$ cat config.mk
export PLATFORM = sky130hd
export DESIGN_NAME = main_load_ctrl
export DESIGN_NICKNAME = d
export VERILOG_FILES = /design/src/rtl/main_load_ctrl.sv
export SDC_FILE = /design/constraint.sdc
export NUM_CORES = 1
export LEC_CHECK = 0
export ABC_CLOCK_PERIOD_IN_PS = 1900
export CAP_MARGIN = 20
export CORE_ASPECT_RATIO = 1.25
export CORE_UTILIZATION = 47
export CTS_CLUSTER_SIZE = 12
export DETAILED_ROUTE_END_ITERATION = 16
export GPL_TIMING_DRIVEN = 0
export PLACE_DENSITY = 0.91
export SYNTH_ARGS = -nofsm -noshare
export SYNTH_HDL_FRONTEND = slang
export SYNTH_SLANG_ARGS = --single-unit
$ cat constraint.sdc
create_clock -name clk -period 1.9 [get_ports clk]
set_input_delay 0.475 -clock clk [delete_from_list [all_inputs] [get_ports clk]]
set_output_delay 0.475 -clock clk [all_outputs]
set_load 0.02 [all_outputs]
$ cat src/rtl/main_load_ctrl.sv
// Unpacks a valid/ready word stream into a KxK IFM window, KxK weights and a bias; optional weight reuse.
// Latency: 2*WORDS+1 words (WORDS+1 with keep) then out_valid next cycle; in_ready only in LOAD_*, set held until out_ready.
module main_load_ctrl #(
  parameter int INPUT_WIDTH  = 32,
  parameter int OUTPUT_WIDTH = 8,
  parameter int KERNEL       = 3,
  parameter int BIAS_WIDTH   = 8
) (
  input  logic                           clk,
  input  logic                           rst_n,
  input  logic                           start,
  input  logic                           wgt_keep,
  input  logic [INPUT_WIDTH-1:0]         in_data,
  input  logic                           in_valid,
  output logic                           in_ready,
  output logic signed [OUTPUT_WIDTH-1:0] main_output_ifm [KERNEL*KERNEL-1:0],
  output logic signed [OUTPUT_WIDTH-1:0] main_output_wgt [KERNEL*KERNEL-1:0],
  output logic signed [BIAS_WIDTH-1:0]   main_output_bias,
  output logic                           out_valid,
  input  logic                           out_ready,
  output logic                           busy,
  output logic                           wgt_loaded
);

  localparam int NUM_OF_OUTPUTS = KERNEL * KERNEL;
  localparam int PACK           = INPUT_WIDTH / OUTPUT_WIDTH;
  localparam int WORDS          = (NUM_OF_OUTPUTS + PACK - 1) / PACK;
  localparam int CW             = (WORDS > 1) ? $clog2(WORDS) : 1;

  if (INPUT_WIDTH % OUTPUT_WIDTH != 0) begin : g_bad_pack
    $error("INPUT_WIDTH must be a multiple of OUTPUT_WIDTH");
  end
  if (BIAS_WIDTH > INPUT_WIDTH) begin : g_bad_bias
    $error("BIAS_WIDTH must not exceed INPUT_WIDTH");
  end

  typedef enum logic [2:0] {
    IDLE      = 3'd0,
    LOAD_IFM  = 3'd1,
    LOAD_WGT  = 3'd2,
    LOAD_BIAS = 3'd3,
    FULL      = 3'd4
  } state_t;

  state_t          state_q, state_d;
  logic [CW-1:0]   cnt_q, cnt_d;
  logic            keep_q, keep_d;
  logic            loaded_d;
  logic            accept;
  logic            last_word;

  assign accept    = in_valid & in_ready;
  assign last_word = (cnt_q == CW'(WORDS - 1));
  assign busy      = (state_q != IDLE);

  always_comb begin
    state_d  = state_q;
    cnt_d    = cnt_q;
    keep_d   = keep_q;
    loaded_d = wgt_loaded;
    case (state_q)
      IDLE: begin
        if (start) begin
          state_d = LOAD_IFM;
          cnt_d   = '0;
          keep_d  = wgt_keep & wgt_loaded;
        end
      end
      LOAD_IFM: begin
        if (accept) begin
          if (last_word) begin
            cnt_d   = '0;
            state_d = keep_q ? LOAD_BIAS : LOAD_WGT;
          end else begin
            cnt_d = cnt_q + CW'(1);
          end
        end
      end
      LOAD_WGT: begin
        if (accept) begin
          if (last_word) begin
            cnt_d    = '0;
            state_d  = LOAD_BIAS;
            loaded_d = 1'b1;
          end else begin
            cnt_d = cnt_q + CW'(1);
          end
        end
      end
      LOAD_BIAS: begin
        if (accept) state_d = FULL;
      end
      FULL: begin
        // Handoff with start held skips IDLE so sets can stream back to back.
        if (out_ready) begin
          if (start) begin
            state_d = LOAD_IFM;
            cnt_d   = '0;
            keep_d  = wgt_keep & wgt_loaded;
          end else begin
            state_d = IDLE;
          end
        end
      end
      default: state_d = IDLE;
    endcase
  end

  always_ff @(posedge clk or negedge rst_n) begin
    if (!rst_n) begin
      state_q    <= IDLE;
      cnt_q      <= '0;
      keep_q     <= 1'b0;
      wgt_loaded <= 1'b0;
      in_ready   <= 1'b0;
      out_valid  <= 1'b0;
    end else begin
      state_q    <= state_d;
      cnt_q      <= cnt_d;
      keep_q     <= keep_d;
      wgt_loaded <= loaded_d;
      in_ready   <= (state_d == LOAD_IFM) || (state_d == LOAD_WGT) || (state_d == LOAD_BIAS);
      out_valid  <= (state_d == FULL);
    end
  end

  always_ff @(posedge clk or negedge rst_n) begin
    if (!rst_n) begin
      for (int e = 0; e < NUM_OF_OUTPUTS; e++) begin
        main_output_ifm[e] <= '0;
        main_output_wgt[e] <= '0;
      end
      main_output_bias <= '0;
    end else if (accept) begin
      case (state_q)
        LOAD_IFM: begin
          for (int e = 0; e < NUM_OF_OUTPUTS; e++) begin
            if (CW'(e / PACK) == cnt_q)
              main_output_ifm[e] <= in_data[(e % PACK)*OUTPUT_WIDTH +: OUTPUT_WIDTH];
          end
        end
        LOAD_WGT: begin
          for (int e = 0; e < NUM_OF_OUTPUTS; e++) begin
            if (CW'(e / PACK) == cnt_q)
              main_output_wgt[e] <= in_data[(e % PACK)*OUTPUT_WIDTH +: OUTPUT_WIDTH];
          end
        end
        LOAD_BIAS: main_output_bias <= in_data[BIAS_WIDTH-1:0];
        default: ;
      endcase
    end
  end

endmodule

Yosys cells after proc, flatten, opt, wreduce, memory -nomap -nowiden
Index checks and enable logic that the tools add are counted.
{"block": "totals", "input_bits": 38, "wordCells": 77, "out_inout_bits": 156, "regBits": 161}
{"block": "op_classes", "mux": 18, "eq_ne": 13, "n_reduce_logical": 18, "n_bitwise": 2, "n_addsub": 1}
{"op": "AND reduction 3 bit", "n": 8}
{"op": "two-way mux 3 bit", "n": 7}
{"op": "case mux 3 bit (5 select lines)", "n": 1}
{"op": "== test 3 x 2 -> 1 bit, second input constant", "n": 4}
{"op": "two-way mux 2 bit", "n": 4}
{"op": "== test 3 x 1 -> 1 bit, second input constant", "n": 2}
{"op": "== test 3 bit, second input constant", "n": 2}
{"op": "case mux 2 bit (3 select lines)", "n": 1}
{"op": "nonzero test 3 bit", "n": 2}
{"op": "two-way mux 1 bit", "n": 4}
{"op": "AND reduction 2 bit", "n": 2}
{"op": "logical NOT 3 bit", "n": 1}
{"op": "adder 2 x 1 -> 2 bit, second input constant", "n": 1}
{"op": "AND 1 bit", "n": 2}
{"op": "== test 1 x 2 -> 1 bit, first input constant", "n": 1}
{"op": "== test 2 bit, first input constant", "n": 1}
{"op": "== test 2 bit, second input constant", "n": 1}
{"op": "logical NOT 2 bit", "n": 1}
{"op": "logical OR 1 bit", "n": 2}
{"op": "inequality test 2 x 1 -> 1 bit, second input constant", "n": 1}
{"op": "inequality test 2 bit, second input constant", "n": 1}
{"op": "case mux 1 bit (2 select lines)", "n": 1}
{"op": "nonzero test 2 bit", "n": 1}
{"op": "OR reduction 2 bit", "n": 1}

Longest topological paths before layout
{"block": "depth", "ltp_word": 7, "depth_mapped": 5, "mapped_depth_nobuf": 3}

Least setup slack after synthesis
Ideal clock, no wire load.
{"block": "synth_timing", "kind": "reg-to-reg", "start": "register in_ready", "end": "register main_output_ifm[49] (netlist bit)", "required_time_ns": 1.775, "synth_period_minus_slack_ns": 1.649, "arrival_ns": 1.524, "stages_incl_launch_ff": 5, "slack_ns": 0.251, "setup_ns": 0.125, "path_buffers": 1, "path_cell_list": "dfrtp_1 nand3b_4 nor3_4 buf_6 mux2_2"}
{"block": "synth_between", "elab_chain_cells": 2}
{"item": "from (decl)", "line_no": "15", "source": "output logic in_ready,"}
{"item": "from (signal assigned)", "line_no": "122", "source": "in_ready <= (state_d == LOAD_IFM) || (state_d == LOAD_WGT) || (state_d == LOAD_BIAS);"}
{"item": "AND 1 bit", "line_no": "52", "source": "assign accept = in_valid & in_ready;"}
{"item": "AND reduction 3 bit (no source line)"}
{"item": "to (signal, indexed assignment)", "line_no": "139", "source": "main_output_ifm[e] <= in_data[(e % PACK)*OUTPUT_WIDTH +: OUTPUT_WIDTH];"}
{"item": "to (decl)", "line_no": "16", "source": "output logic signed [OUTPUT_WIDTH-1:0] main_output_ifm [KERNEL*KERNEL-1:0],"}
Every way passes these cells.
A chain may end at the register's enable or synchronous reset.

Worst setup path after layout
{"block": "layout_timing", "start": "register state_q[0]", "end": "output busy"}
{"block": "layout_between", "elab_chain_cells": 1}
{"item": "from (decl)", "line_no": "45", "source": "state_t state_q, state_d;"}
{"item": "from (signal assigned)", "line_no": "118", "source": "state_q <= state_d;"}
{"item": "nonzero test 3 bit", "line_no": "54", "source": "assign busy = (state_q != IDLE);"}
{"item": "to (decl)", "line_no": "21", "source": "output logic busy,"}
Every way passes these cells.

==> results.json <==
{
  "seq_area_frac_synth_pct": 64.0,
  "syn_nets": 411,
  "hpwl_um": 10500,
  "whs_ps": 55.1,
  "drt_iter0_drc": 135,
  "ant_nets": 0,
  "avgSynthCellArea_sq_um": 16.9,
  "critical_path_class": "register to output pin",
  "dieArea_sq_um": 13900,
  "fmax_mhz": 521,
  "nets": 630,
  "r2r_cells": 5,
  "wl_per_cell_um": 19.9,
  "die_w_um": 106,
  "grt_setup_unrepaired": "true",
  "grt_pass1_vias": 4451,
  "h-tree-depth": 4,
  "fillCellCount": 822,
  "cts-root-buf": "clkbuf_16",
  "start_util_pct": 48.9,
  "slew_headroom_pct": 57.7,
  "slowest_delay_ps": 390,
  "drv_slew": 0,
  "worstSkewPairLatency_ps": 410,
  "route.vias.total": 3974,
  "tightest_slew_ps": 635,
  "regArea_sq_um": 4030,
  "ioPinCount": 194,
  "multi_input_area_sq_um": 2090,
  "setup_slack_ps": -18.2,
  "yosys_warnings": 0,
  "place.gp.congestion": 0.847,
  "synthToLayoutAreaGrowth_pct": 47.1,
  "setup_viol": 1,
  "p_leak_nw": 4.82,
  "cts_made_buffers": 17,
  "ir_drop_mv": 0.920,
  "clock-sinks": 161,
  "violations": "setup timing",
  "maxCapViolCount": 0,
  "grtUsageTotal_pct": 23.0,
  "cp-end-kind": "output pin",
  "finalCritPeriodShare_pct": 101,
  "hold_path.class": "input port to async pin",
  "cts_tree": "yes",
  "antenna_found_initial": 0,
  "crit_family": "simple AND/OR/NAND/NOR gates",
  "core_area_sq_um": 12900,
  "synth_area_sq_um": 6300,
  "synthesis.instances": 373,
  "worst-path-max-fanout": 8,
  "grt-ovfl-total": 0,
  "antennaDiodeCount": 0,
  "clk_pin_slew_ps": 60,
  "hold_buffers": 0,
  "path_buf_inv": 2,
  "fp-row-count": 46,
  "cts_buffer_depth": 2,
  "powerDensity_nw_per_um2": 1850,
  "die_y_um": 131,
  "required_ps": 1420,
  "grt_max_degree": 95,
  "drc": 0,
  "drive_above_1_share_pct": 34.5,
  "status": "finished with violations",
  "worst_setup_path_start_kind": "register",
  "first_pass_iters": 4,
  "cp.depth": 3,
  "cp_data_arrival_time_ps": 1440,
  "critPathMostFrequentCell": "buf_6",
  "grt_pass1_wl_um": 24200,
  "path_cells": "buf_6, or3_4, buf_6",
  "ys_ff_latch": 161,
  "synthDistinctLibCells": 31,
  "via_per_inst": 5.14,
  "hold_viol_final": 0,
  "place_ws_ps": -461,
  "crit_slowest_cell": "or3_4",
  "io_buffer_count": 193,
  "skew_ps": 9.98,
  "period_needed_ps": 1920,
  "drt_wl_total_um": 15400
}
## timing repair
item	4_1_cts	5_1_grt
hold endpoints to repair	0	0
pin swaps	3	4
cloned	0	0
endpoints found under the setup margin	60	123
gates resized for setup	20	48
setup buffers	2	4
## metal layers
| metal | GRT usage, % | share of wire (%) | vias up |
|---|---|---|---|
| li1 | - | - | 1768 |
| met1 | 25.1 | 37 | 2036 |
| met2 | 41.5 | 55 | 153 |
| met3 | 7.94 | 7.2 | 17 |
| met4 | 7.33 | 1.2 | 0 |
| met5 | 0 | 0 | - |
## worst paths after layout
path                                     start             endpoint  slack, ps
max in group asynchronous                rst_n  main_output_wgt[17]        970
min                                      rst_n  main_output_wgt[70]         60
max                                 state_q[0]                 busy        -20
min in group clk           main_output_ifm[48]  main_output_ifm[48]        490
max reg2reg                         state_q[1]  main_output_ifm[47]        100
min reg2reg                main_output_ifm[48]  main_output_ifm[48]        490
## power breakdown
group,switching (mW),total [mW],internal [mW]
registers,0.875,5.85,4.97
clock network,1.35,3.57,2.22
logic,3.74,7.77,4.03
total,5.96,17.2,11.2
## area by class of cell
class                   count  share of cell area, %
plain buffers              16                   1.94
clock inverters            11                   1.62
well taps                 168                   2.27
multi-input cells         193                   22.6
repair buffers            200                   22.8
clock buffers              21                   5.18
flip-flops and latches    161                   43.5
inverters                   3                  0.121
## flip-flops by register name, summed over array words and instances (netlist names)
register	cells
main_output_ifm	72
main_output_wgt	72
main_output_bias	8
state_q	3
cnt_q	2
in_ready	1
keep_q	1
out_valid	1
wgt_loaded	1
## stage by stage
stage | power [mW] | utilization [%] | setup TNS [ps] | instance area, sq um | cells
after CTS | 17.4 | 70.7 | -60.3 | 9120 | 769
after floorplan | 9.82 | - | 0 | 6300 | 373
final | 17.2 | 71.9 | -18.2 | 9270 | 773
after global placement | 13.4 | 65.5 | -939390 | 8440 | 734
after detailed placement | 13.7 | 65.7 | -52570 | 8470 | 735
after global routing | 17.9 | 71.9 | -71.3 | 9270 | 773
## kinds of logic after synthesis
| kind of cell | synth area share, % |
|---|---|
| xor gates and xnor gates | 0.139 |
| and+or+nand+nor | 3.89 |
| muxes | 27.8 |
| buffers and inverters | 2.88 |
| AOI/OAI and AO/OA | 1.33 |
| DFF | 64.0 |
## synth_stat cells
master       n  share of area (%)
buf_6       14                2.5
and3_4       1               0.18
nand3_1      3               0.24
mux2_1      12                2.1
nor2b_1      2               0.20
inv_1        3               0.18
and3b_1      1               0.14
a32o_1       1               0.16
nand3_4      2               0.56
mux2_2     132                 24
a2111oi_0    1               0.14
nor3_4       4                1.0
a21oi_1      1              0.079
buf_2        1              0.079
nand2_1      4               0.24
or3_1        2               0.20
dfrtp_1    161                 64
mux2i_1      1               0.16
xor2_1       1               0.14
o31ai_1      2               0.24
a31o_2       2               0.28
or2_2        1              0.099
nand3b_4     1               0.32
buf_4        1               0.12
mux2_4       8                1.9
a2bb2o_1     1               0.16
a32oi_1      1               0.14
or2b_1       1               0.12
a2bb2oi_1    1               0.14
nor2_1       3               0.18
nand2b_1     4               0.40
## cell usage in the layout, fill, tap and decap left out, types with 2 or more instances in the layout
cell type          n
mux2_2           132
nand3_1            3
buf_6             18
nand2_1            4
nor3_4             4
buf_4              6
a31o_2             2
o31ai_1            2
nor2_1             3
clkbuf_8           4
mux2_1            12
inv_6              3
nor2b_1            2
clkdlybuf4s50_1  133
mux2_4             8
nand2b_1           4
dfrtp_1          161
dlygate4sd2_1     10
dlymetal6s2s_1    48
inv_1              3
bufinv_16          3
clkinv_2           2
clkbuf_16         17
clkinvlp_4         2
nand3_4            2
(Power assumes the default switching activity.)
